--- config.mk ---
export PLATFORM = sky130hd
export DESIGN_NAME = pcs_transmit
export DESIGN_NICKNAME = d
export VERILOG_FILES = /design/src/rtl/pcs_transmit.sv
export SDC_FILE = /design/constraint.sdc
export NUM_CORES = 1
export LEC_CHECK = 0
export CAP_MARGIN = 20
export CORE_MARGIN = 2
export CORE_UTILIZATION = 42
export DETAILED_ROUTE_END_ITERATION = 7
export PLACE_DENSITY = 0.72
export SYNTH_ARGS = -nofsm -noshare
export SYNTH_HDL_FRONTEND = slang
export SYNTH_SLANG_ARGS = --single-unit
export TNS_END_PERCENT = 20
--- constraint.sdc ---
create_clock -name clk -period 1.83 [get_ports clk]
set_clock_uncertainty 0.05 [all_clocks]
set_input_delay 0.366 -clock clk [delete_from_list [all_inputs] [get_ports clk]]
set_output_delay 0.366 -clock clk [all_outputs]
set_load 0.1 [all_outputs]
--- src/rtl/pcs_transmit.sv ---
// rtl/pcs_transmit.sv - 1000BASE-X PCS transmit code-group state machine
// Turns GMII TXD/TX_EN/TX_ER into one RD- column 10-bit code group per clk.
module pcs_transmit #(
    parameter logic [2:0] XMIT_DATA = 3'b010
) (
    input  logic       clk,
    input  logic       mr_main_reset,
    input  logic [7:0] TXD,
    input  logic       TX_EN,
    input  logic       TX_ER,
    input  logic [2:0] xmit,
    output logic [9:0] tx_code_group,
    output logic       tx_even,
    output logic       transmitting,
    output logic       TX_CLK
);

    localparam logic [9:0] CG_K28_5 = 10'b0011111010;
    localparam logic [9:0] CG_D16_2 = 10'b0110110101;
    localparam logic [9:0] CG_S     = 10'b1101101000;
    localparam logic [9:0] CG_T     = 10'b1011101000;
    localparam logic [9:0] CG_R     = 10'b1110101000;
    localparam logic [9:0] CG_V     = 10'b0111101000;

    typedef enum logic [2:0] {
        IDLE_K,
        IDLE_D,
        SOP,
        DATA,
        EPD_T,
        EPD_R,
        EPD_R2
    } state_t;

    state_t     state_q, state_d;
    logic [9:0] cg_q, cg_d;
    logic       even_q;
    logic       transmitting_q, transmitting_d;
    logic       tx_clk_q;
    logic       mode_data;

    function automatic logic [9:0] enc_octet(input logic [7:0] octet);
        logic [9:0] cg;
        case (octet)
            8'h00:   cg = 10'b1001110100;  // D0.0
            8'h01:   cg = 10'b0111010100;  // D1.0
            8'h02:   cg = 10'b1011010100;  // D2.0
            8'h05:   cg = 10'b1010011011;  // D5.0
            8'h0A:   cg = 10'b0101011011;  // D10.0
            8'h15:   cg = 10'b1010101011;  // D21.0
            8'h2B:   cg = 10'b1101001001;  // D11.1
            8'h54:   cg = 10'b0010110101;  // D20.2
            8'h95:   cg = 10'b1010101101;  // D21.4
            8'hAA:   cg = 10'b0101011010;  // D10.5
            8'h50:   cg = 10'b0110110101;  // D16.2
            8'h55:   cg = 10'b1010100101;  // D21.2
            8'hD5:   cg = 10'b1010100110;  // D21.6
            default: cg = CG_V;
        endcase
        return cg;
    endfunction

    always_comb begin
        state_d   = state_q;
        cg_d      = CG_K28_5;
        mode_data = (xmit == XMIT_DATA);

        // IDLE_D always sits in an odd slot, so leaving it lands /S/ on an even slot.
        case (state_q)
            IDLE_K:  state_d = IDLE_D;
            IDLE_D:  state_d = (mode_data && TX_EN && !TX_ER) ? SOP : IDLE_K;
            SOP,
            DATA:    state_d = (mode_data && TX_EN) ? DATA : EPD_T;
            EPD_T:   state_d = EPD_R;
            EPD_R:   state_d = even_q ? EPD_R2 : IDLE_K;
            EPD_R2:  state_d = IDLE_K;
            default: state_d = IDLE_K;
        endcase

        case (state_d)
            IDLE_K:  cg_d = CG_K28_5;
            IDLE_D:  cg_d = CG_D16_2;
            SOP:     cg_d = CG_S;
            DATA:    cg_d = TX_ER ? CG_V : enc_octet(TXD);
            EPD_T:   cg_d = CG_T;
            EPD_R,
            EPD_R2:  cg_d = CG_R;
            default: cg_d = CG_K28_5;
        endcase

        transmitting_d = state_d inside {SOP, DATA, EPD_T, EPD_R, EPD_R2};
    end

    always_ff @(posedge clk) begin
        if (mr_main_reset) begin
            state_q        <= IDLE_K;
            cg_q           <= CG_K28_5;
            even_q         <= 1'b1;
            transmitting_q <= 1'b0;
            tx_clk_q       <= 1'b0;
        end else begin
            state_q        <= state_d;
            cg_q           <= cg_d;
            even_q         <= ~even_q;
            transmitting_q <= transmitting_d;
            tx_clk_q       <= ~tx_clk_q;
        end
    end

    assign tx_code_group = cg_q;
    assign tx_even       = even_q;
    assign transmitting  = transmitting_q;
    assign TX_CLK        = tx_clk_q;

endmodule

==> results_dict.tcl <==
set metrics [dict create \
    num-fill-cells 126 \
    hp-class "flip-flop to flip-flop" \
    required_ns 1.94 \
    worstMarginPinSlew_ns 0.368 \
    wire_per_inst_microns 20.1 \
    timing.final.max_slew_violations 0 \
    fin_nets 212 \
    die_area_sq_um 2840 \
    fin_ws_ns -0.0233 \
    drc 0 \
    avgViaCountPerCell 6.31 \
    die_w_microns 53.3 \
    rr_worst_depth 6 \
    max_slew_margin_pct 75.3 \
    routed-via-count 1408 \
    cts_buffer_depth 2 \
    hpwl_microns 2680 \
    finalNonFillerCells 223 \
    ys.flop_type "dfxtp_1" \
    syn_area_sq_um 1020 \
    layout_worst_path_cycle_share_pct 101 \
    ys_seq_elements 16 \
    synth_cell_types 49 \
    startpoint_type "primary input" \
    clkTransAtPathRegs_ns 0.08 \
    htreeDepth 1 \
    pre_cts_slack_ns -0.557 \
    slowest_stage "or3_4" \
    track_usage_pct 31.4 \
    tritoncts.num_buffers 3 \
    power_leakage_nw 0.787 \
    grt_pass1_wl_microns 6380 \
    gp_congestion 0.883 \
    rsz0062_at_grt "true" \
    fin_crit_ns 1.85 \
    pwr_density_cell_nw_per_um2 484 \
    synthArstFlopShare_pct 0 \
    port_buffers 27 \
    clock-sinks 16 \
    seq_area_frac_synth_pct 31.3 \
    clk_latency_ns 0.28 \
    drt_iter0_drc 41 \
    setup_viol 1 \
    synth_top_area_share_pct 31.3 \
    num_rows 17 \
    antenna_found_initial 0 \
    violations "setup timing" \
    yosysWarnings 0 \
    cts_tree "built" \
    critPathArrivalTime_ns 1.96 \
    fp.coreArea_sq_um 2250 \
    synth_enable_flop_cells 0 \
    grt_max_degree 13 \
    cap_violations 0 \
    outcome "finished with violations" \
    drive_above_1_share_pct 46.7 \
    first_global_vias 1392 \
    crit_type "primary input to flip-flop" \
    finalWirelength_microns 4480 \
    n_antenna_cell 0 \
    syn2layout_area_growth_pct 88.4 \
    end_kind "flip-flop" \
    peakVddDrop_mv 0.393 \
    final_area_sq_um 1930 \
    dp.cells 215 \
    io_pins 28 \
    initial_utilization_pct 45.3 \
    yosys.area.top_type "dfxtp_1" \
    crit_fanout 3 \
    synth_cells 128 \
    power_mw 0.933 \
    grt.overflow.total 0 \
    root_buffer "clkbuf_4" \
    worstPathCellList "dlygate4sd2_1 -> or3_4 -> buf_6 -> a21o_1 -> a2111oi_4 -> o32ai_2" \
    drt_pre_antenna_iters 6 \
    crit_path_max_incr_delay_ns 0.42 \
    netlist_top_cells_area "dfxtp_1 (31%), nor2_1 (6.6%), a21oi_1 (3.9%)" \
    hold_viol 0 \
    fmax_mhz 540 \
    syn_avg_cell_area_sq_um 7.99 \
    place_area_sq_um 1710 \
    dieHeight_microns 53.3 \
    ant_nets 0 \
    whs_path_depth 1 \
    syn_nets 143 \
]
critical path, delay by kind of cell:
family	cells	cell delay, ns
compound gates	3	0.78
simple gates	1	0.42
buf+inv	2	0.40
what timing repair did:
item | in CTS | in global routing
gates resized for setup | 38 | 16
hold buffers | 0 | 0
setup endpoints to repair | 10 | 8
pin swaps | 13 | 8
setup buffers | 3 | 2
flip-flops by register name, summed over array words and instances (netlist names):
name,flops
TX_CLK,1
state_q,3
transmitting,1
tx_code_group,10
tx_even,1
layout by cell type, fill, tap and decap left out, drive strengths merged, types with 7 or more instances in the layout:
cell,Yosys,layout
dlygate4sd2,0,7
nor2,18,18
dfxtp,16,16
o21ai,9,9
buf,3,56
nand2,8,8
a21oi,9,9
routing by layer:
metal,GRT usage [%],up-vias,wire length [microns]
met1,33.1,664,1570
met4,17.5,0,283
li1,-,619,-
met3,1.98,37,277
met2,60.1,88,2350
met5,0,-,0
synthesized netlist by cell type (2+ instances only):
cell type / instances
nor2_1: 18
dfxtp_1: 16
a21oi_1: 8
nand2_1: 8
inv_1: 5
o21ai_0: 5
nand2b_1: 4
nor3_1: 4
nor4_1: 4
nand3_1: 3
nand3b_1: 3
nor2b_1: 3
a211oi_1: 2
buf_2: 2
clkbuf_1: 2
nand4bb_1: 2
o21ai_1: 2
o21ai_2: 2
o31ai_1: 2
o32ai_1: 2
or2_2: 2
or3_4: 2
final timing paths:
path | start | slack [ns] | end
worst max-delay path | TXD[4] | -0.02 | tx_code_group[6]$_SDFF_PP1_
worst min-delay path | tx_even$_SDFF_PP1_ | 0.40 | tx_even$_SDFF_PP1_
worst max register to register | state_q[1]$_SDFF_PP0_ | 0.07 | tx_code_group[3]$_SDFF_PP1_
worst min register to register | tx_even$_SDFF_PP1_ | 0.40 | tx_even$_SDFF_PP1_
metrics by stage:
step / TNS (ns) / util (%) / hold slack [ns]
after global placement: -4.15 / 75.7 / 0.369
after floorplan: -0.0305 / - / 0.383
after CTS: -0.0110 / 81.9 / 0.399
after global routing: -0.126 / 85.4 / 0.445
final: -0.0233 / 85.4 / 0.399
after detailed placement: -4.86 / 75.7 / 0.378
report_power, final:
part	total, mW	switching [mW]	internal, mW
Clock	0.175	0.0984	0.0764
Sequential	0.383	0.0171	0.366
Combinational	0.375	0.221	0.155
Total	0.933	0.336	0.597
final cells by class:
| class | instances | area, sq um | share of cell area [%] |
|---|---|---|---|
| multi-input combinational | 102 | 820 | 42.6 |
| inverter | 5 | 18.8 | 0.975 |
| sequential | 16 | 322 | 16.7 |
| timing repair buffer | 69 | 708 | 36.8 |
| tap | 28 | 35.0 | 1.82 |
| clock buffer | 3 | 22.5 | 1.17 |
cell families (layout without fill, tap and decap cells):
| kind of cell | after synthesis | count (layout) | synth area share (%) |
|---|---|---|---|
| AO/OA/AOI/OAI | 36 | 36 | 25.0 |
| XOR/XNOR | 2 | 2 | 1.71 |
| buffers and inverters | 10 | 77 | 4.65 |
| flip-flops | 16 | 16 | 31.3 |
| AND/OR/NAND/NOR | 64 | 64 | 37.3 |
Note: power is estimated with default switching activity, not from simulation.
